File: src/rtl/seq_gen_pkg.sv
// Shared types for the multi-mode sequence generator: FSM states and mode encodings.
package seq_gen_pkg;

    typedef enum logic [1:0] {
        IDLE = 2'd0,
        EMIT = 2'd1,
        WAIT = 2'd2,
        DONE = 2'd3
    } state_t;

    typedef enum logic [1:0] {
        MODE_FIB = 2'd0,
        MODE_TRI = 2'd1,
        MODE_SQR = 2'd2,
        MODE_POW = 2'd3
    } mode_t;

    // States in which a run is in progress and start/update are ignored.
    function automatic logic run_active(input state_t s);
        return (s == EMIT) || (s == WAIT);
    endfunction

endpackage

File: src/rtl/seq_gen_multi_tick_div.sv
// Loadable down-counter used as the inter-term prescaler; holds at zero once expired.
module tick_div #(
    parameter int W = 4
) (
    input  logic         clock,
    input  logic         reset,
    input  logic         load,
    input  logic [W-1:0] load_val,
    input  logic         freeze,
    output logic         expired
);

    logic [W-1:0] cnt;

    // Load has priority; otherwise count down unless frozen or already at zero.
    always_ff @(posedge clock) begin
        if (reset) begin
            cnt <= '0;
        end else if (load) begin
            cnt <= load_val;
        end else if (!freeze && (cnt != '0)) begin
            cnt <= cnt - W'(1);
        end
    end

    assign expired = (cnt == '0);

endmodule

File: src/rtl/seq_gen_multi.sv
// Multi-mode sequence generator (Fibonacci, triangular, squares, powers of two)
// with programmable term period, valid/ready output, sticky overflow and transfer count.
module seq_gen_multi
    import seq_gen_pkg::*;
#(
    parameter int WIDTH    = 16,
    parameter int PROG_W   = 3,
    parameter int TICK_DIV = 1,
    parameter int CNT_W    = 8
) (
    input  logic              clock,
    input  logic              reset,
    input  logic              update,
    input  logic [PROG_W-1:0] prog,
    input  logic              start,
    input  logic [1:0]        mode,
    input  logic              stop,
    input  logic              ready,
    output logic [WIDTH-1:0]  value,
    output logic              valid,
    output logic              busy,
    output logic              ovf,
    output logic              parity,
    output logic [CNT_W-1:0]  count
);

    localparam int DIV_W = PROG_W + $clog2(TICK_DIV) + 1;

    state_t             state;
    mode_t              mode_q;
    logic [PROG_W-1:0]  prog_q;
    logic [WIDTH-1:0]   prev_q;
    logic [WIDTH-1:0]   curr_q;
    logic [WIDTH-1:0]   n_q;
    logic [CNT_W-1:0]   count_q;
    logic               valid_q;
    logic               busy_q;
    logic               ovf_q;

    logic [WIDTH:0]     next_term;
    logic               carry;
    logic               xfer;
    logic [DIV_W-1:0]   period;
    logic               period_one;
    logic               div_load;
    logic [DIV_W-1:0]   div_val;
    logic               div_freeze;
    logic               div_expired;

    // Successor of the current term, one bit wider than a term so a carry flags overflow.
    always_comb begin
        next_term = '0;
        case (mode_q)
            MODE_FIB: next_term = {1'b0, prev_q} + {1'b0, curr_q};
            MODE_TRI: next_term = {1'b0, curr_q} + {1'b0, n_q} + (WIDTH+1)'(1);
            MODE_SQR: next_term = {1'b0, curr_q} + {n_q, 1'b0} + (WIDTH+1)'(1);
            MODE_POW: next_term = {curr_q, 1'b0};
            default:  next_term = '0;
        endcase
    end

    assign carry = next_term[WIDTH];
    assign xfer  = (state == EMIT) && ready;

    // Term period in cycles; the prescaler covers the P-1 cycles between handshake and next valid.
    always_comb begin
        period     = (DIV_W'(prog_q) + DIV_W'(1)) * DIV_W'(TICK_DIV);
        period_one = (period == DIV_W'(1));
        div_val    = period - DIV_W'(2);
        div_load   = xfer && !stop && !carry && !period_one;
        div_freeze = (state != WAIT);
    end

    tick_div #(
        .W (DIV_W)
    ) u_tick_div (
        .clock    (clock),
        .reset    (reset),
        .load     (div_load),
        .load_val (div_val),
        .freeze   (div_freeze),
        .expired  (div_expired)
    );

    // Main control FSM; valid and busy are registered alongside the state.
    always_ff @(posedge clock) begin
        if (reset) begin
            state   <= IDLE;
            mode_q  <= MODE_FIB;
            prog_q  <= '0;
            prev_q  <= '0;
            curr_q  <= '0;
            n_q     <= '0;
            count_q <= '0;
            valid_q <= 1'b0;
            busy_q  <= 1'b0;
            ovf_q   <= 1'b0;
        end else begin
            case (state)
                IDLE, DONE: begin
                    if (update) begin
                        prog_q <= prog;
                    end
                    if (start && !stop) begin
                        mode_q  <= mode_t'(mode);
                        ovf_q   <= 1'b0;
                        count_q <= '0;
                        n_q     <= '0;
                        // Fibonacci seeds prev=1 so the first successor of 0 is 1.
                        case (mode_t'(mode))
                            MODE_FIB: begin
                                prev_q <= WIDTH'(1);
                                curr_q <= '0;
                            end
                            MODE_POW: begin
                                prev_q <= '0;
                                curr_q <= WIDTH'(1);
                            end
                            default: begin
                                prev_q <= '0;
                                curr_q <= '0;
                            end
                        endcase
                        state   <= EMIT;
                        valid_q <= 1'b1;
                        busy_q  <= 1'b1;
                    end
                end

                EMIT: begin
                    if (ready) begin
                        count_q <= count_q + CNT_W'(1);
                        if (stop) begin
                            state   <= IDLE;
                            valid_q <= 1'b0;
                            busy_q  <= 1'b0;
                        end else if (carry) begin
                            state   <= DONE;
                            ovf_q   <= 1'b1;
                            valid_q <= 1'b0;
                            busy_q  <= 1'b0;
                        end else begin
                            prev_q <= curr_q;
                            curr_q <= next_term[WIDTH-1:0];
                            n_q    <= n_q + WIDTH'(1);
                            if (period_one) begin
                                state   <= EMIT;
                                valid_q <= 1'b1;
                            end else begin
                                state   <= WAIT;
                                valid_q <= 1'b0;
                            end
                        end
                    end else if (stop) begin
                        state   <= IDLE;
                        valid_q <= 1'b0;
                        busy_q  <= 1'b0;
                    end
                end

                WAIT: begin
                    if (stop) begin
                        state   <= IDLE;
                        valid_q <= 1'b0;
                        busy_q  <= 1'b0;
                    end else if (div_expired) begin
                        state   <= EMIT;
                        valid_q <= 1'b1;
                    end
                end

                default: begin
                    state   <= IDLE;
                    valid_q <= 1'b0;
                    busy_q  <= run_active(IDLE);
                end
            endcase
        end
    end

    assign value  = curr_q;
    assign valid  = valid_q;
    assign busy   = busy_q;
    assign ovf    = ovf_q;
    assign count  = count_q;
    assign parity = ^curr_q;

endmodule

File: config.mk
export PLATFORM = sky130hd
export DESIGN_NAME = seq_gen_multi
export DESIGN_NICKNAME = d
export VERILOG_FILES = /design/src/rtl/seq_gen_pkg.sv /design/src/rtl/seq_gen_multi_tick_div.sv /design/src/rtl/seq_gen_multi.sv
export SDC_FILE = /design/constraint.sdc
export NUM_CORES = 1
export LEC_CHECK = 0
export ABC_AREA = 0
export BUFFER_PORTS_ARGS = -buffer_cell sky130_fd_sc_hd__buf_4
export CAP_MARGIN = 5
export CELL_PAD_IN_SITES_DETAIL_PLACEMENT = 2
export CELL_PAD_IN_SITES_GLOBAL_PLACEMENT = 2
export CORE_MARGIN = 1
export CORE_UTILIZATION = 34
export CTS_CLUSTER_SIZE = 30
export DETAILED_ROUTE_END_ITERATION = 8
export PLACE_DENSITY_LB_ADDON = 0.1
export SLEW_MARGIN = 20
export SYNTH_ARGS = -nofsm -noshare
export SYNTH_HDL_FRONTEND = slang
export SYNTH_HIERARCHICAL = 1
export SYNTH_SLANG_ARGS = --single-unit
File: constraint.sdc
create_clock -name clock -period 3.1 [get_ports clock]
set_input_delay 0.93 -clock clock [delete_from_list [all_inputs] [get_ports clock]]
set_output_delay 0.93 -clock clock [all_outputs]
set_load 0.02 [all_outputs]
==> results.py <==
metrics = {
    "pwr": {
        "power_mw": 2.856,
        "p_leak_nw": 3.389,
        "max-vdd-ir-drop_v": 0.0002632,
        "p_per_area_nw_per_um2": 362.6,
    },
    "clock_tree": {
        "root_buffer": "clkbuf_16",
        "cts.sinks": 70,
        "cts_made_buffers": 9,
        "insertion_delay_ps": 350,
        "path_clk_slew_ps": 70,
        "cts_tree": "built",
        "holdBufCountCts": 0,
        "cts_max_level": 3,
        "clockBufferDepth": 2,
    },
    "global_routing": {
        "grt_first_pass_wirelength_mm": 36.85,
        "antenna_found_initial": 0,
        "grt_pass1_vias": 6806,
        "grt.overflow.total": 0,
        "grt_usage_pct": 26.64,
        "grt_max_degree": 33,
    },
    "cells_and_area": {
        "drive_gt1_share_pct": 30.09,
        "insertedDiodeCount": 0,
        "final_common_cell": "buf_4",
        "final_cells": 1064,
        "fin_nets": 908,
        "area_growth_pct": 33.03,
        "layout_common_cells": "buf_4 (118), nand2_1 (69), dfxtp_1 (62)",
    },
    "logic_synthesis": {
        "yosysWarnings": 6,
        "synth_simple_gate_area_share_pct": 20.44,
        "synth_xor_area_share_pct": 9.763,
        "synth_compound_area_share_pct": 23.18,
        "ys_ff_latch": 70,
        "synth_top_family_by_area": "compound AO/OA/AOI/OAI gates",
        "async_flop_share_pct": 0,
        "synth_ff_type": "dfxtp_1",
        "synth_cell_types": 72,
        "syn_nets": 788,
        "ys_seq_area_share_pct": 23.67,
        "synth_fa_ha_area_share_pct": 12.64,
        "synthMuxAreaShare_pct": 5.664,
        "synthCells": 719,
        "synth_edf_count": 0,
        "syn_area_per_cell_um2": 8.235,
        "synth_area_um2": 5921,
    },
    "sta": {
        "rsz0062_at_grt": "true",
        "fmax_mhz": 316.3,
        "worst_pin_slew_ps": 449.4,
        "max_slew_margin_pct": 69.91,
        "finalHoldViolations": 0,
        "period_needed_ps": 3162,
        "setup_viol": 16,
        "maxSlewViolCount": 0,
        "min_period_over_period_pct": 102.0,
        "fin_ws_ps": -61.78,
        "finalClockSkew_ps": 9.482,
    },
    "floorplanning": {
        "start_util_pct": 35.20,
        "io_pins": 39,
        "core_area_um2": 16820,
        "die-width_um": 134.0,
        "rows": 47,
        "dieHeight_um": 134.0,
        "fp.dieArea_um2": 17950,
    },
    "status": {
        "violations": "setup timing",
        "status": "finished with violations",
    },
    "route": {
        "drtIter0Drc": 176,
        "avgViaCountPerCell": 5.687,
        "drt_wl_total_mm": 24.16,
        "first_pass_iters": 4,
        "via_count": 6051,
        "post-route-drc-count": 0,
        "wl_per_cell_um": 22.70,
        "ant_nets": 0,
    },
    "setup_path": {
        "max_stage_delay_ps": 370,
        "required_ps": 3370,
        "cp.arrival_ps": 3430,
        "path_cells": "buf_6 -> fa_2 -> a211o_1 -> a211oi_4 -> o21ai_4 -> nor4_4 -> nor3_4 -> nor3_4 -> buf_6 -> nor2_4 -> clkbuf_16 -> or3_1 -> a21oi_1",
        "path_class": "reg2reg",
        "worst-path-max-fanout": 7,
        "r2r-end": "n_q[10]",
        "reg2reg_depth": 13,
        "start_kind": "register",
        "cp-end-kind": "register",
        "crit_path_top_delay_cell": "dfxtp_4",
        "ff2ff_setup_slack_ps": -60,
        "r2r_start": "value[0]",
    },
    "placement": {
        "globalplace.congestion": 0.8669,
        "place_ws_ps": -273.1,
        "dp_cells": 1029,
        "portBuffers": 38,
        "post-dp-hpwl_mm": 16.76,
    },
    "worst_hold_path": {
        "hold_class": "reg2reg",
        "worstHoldEndpoint": "prev_q[6]",
        "min_from": "prev_q[6]",
        "hold_path_depth": 2,
    },
    "flow_run": {
        "cap_violations": 0,
    },
}
registers in the layout (all words and copies together) (netlist names):
name and cells:
n_q 16, prev_q 16, ovf 1, valid 1, state 2, mode_q 2, count 8, u_tick_div/cnt 4
busy 1, prog_q 3, value 16
how the worst max path moves through the flow:
stage	slack, ps	to	startpoint
after floorplan	10	value[10]	value[0]
after detailed placement	-270	u_tick_div/cnt[2]	value[0]
after global placement	-100	u_tick_div/cnt[0]	value[0]
final	-60	n_q[10]	value[0]
after global routing	-160	prev_q[14]	value[0]
after CTS	-60	prev_q[13]	n_q[0]
Yosys cell counts, types with 14 or more instances:
cell       n  area, um^2
inv_1     36       135.1
xnor2_1   44       385.4
nand2_1   81       304.0
dfxtp_1   70        1401
o21a_1    15       112.6
o21ai_0   29       145.1
nand3_1   32       160.2
a21oi_1   58       290.3
nor2_1    52       195.2
nor3_1    14       70.07
xor2_1    22       192.7
clkbuf_1  17       63.81
ha_1      55       688.2
timing repair:
| action | 4_1_cts | 5_1_grt |
|---|---|---|
| buffers inserted | 12 | 8 |
| resized for setup | 53 | 69 |
| hold endpoints to repair | 0 | 0 |
| endpoints found under the setup margin | 54 | 55 |
| pin swaps | 39 | 43 |
| cloned | 1 | 1 |
layer usage:
metal	GRT usage, %	up-vias	share of wire (%)
met1	29.71	3033	41
met4	11.17	0	3.7
met5	0	-	0
met2	49.68	112	53
li1	-	2846	-
met3	4.271	60	2.5
worst max-delay path, delay by kind of cell, from the launching register on:
| family | cells | cell delay [ps] |
|---|---|---|
| AO/OA/AOI/OAI | 4 | 980 |
| adder cells (fa/ha/maj) | 1 | 350 |
| buffers and inverters | 3 | 440 |
| flip-flops | 1 | 370 |
| AND/OR/NAND/NOR | 5 | 950 |
layout make-up:
cell class,count,area (um^2)
Clock buffer,9,225.2
Clock inverter,7,41.29
Fill cell,1834,8942
Inverter,36,137.6
Multi-Input combinational cell,586,4643
Sequential cell,70,1416
Tap cell,220,275.3
Timing Repair Buffer,136,1137
cells by family after synthesis:
family                   count (synthesis)
AND/OR/NAND/NOR                        246
AO/OA/AOI/OAI                          195
flip-flops                              70
XOR/XNOR                                66
buffers and inverters                   63
adder cells (fa/ha/maj)                 58
multiplexers                            21
through the flow:
stage | hold slack [ps] | TNS (ps) | instance area [um^2] | utilization, %
finish | 459.4 | -454.8 | 7876 | 46.83
global route | 486.0 | -4151 | 7876 | 46.83
CTS | 464.1 | -1000 | 7572 | 45.02
detailed placement | 456.4 | -7104 | 6974 | 41.47
global placement | 446.5 | -437.3 | 6974 | 41.47
floorplan | 435.6 | 0 | 5923 | -
where the power goes:
group	total, mW	switching, mW	internal (mW)
sequential	0.961	0.0325	0.928
clock	1.00	0.464	0.537
combinational	0.894	0.510	0.384
total	2.86	1.01	1.85
(Power assumes the default switching activity.)
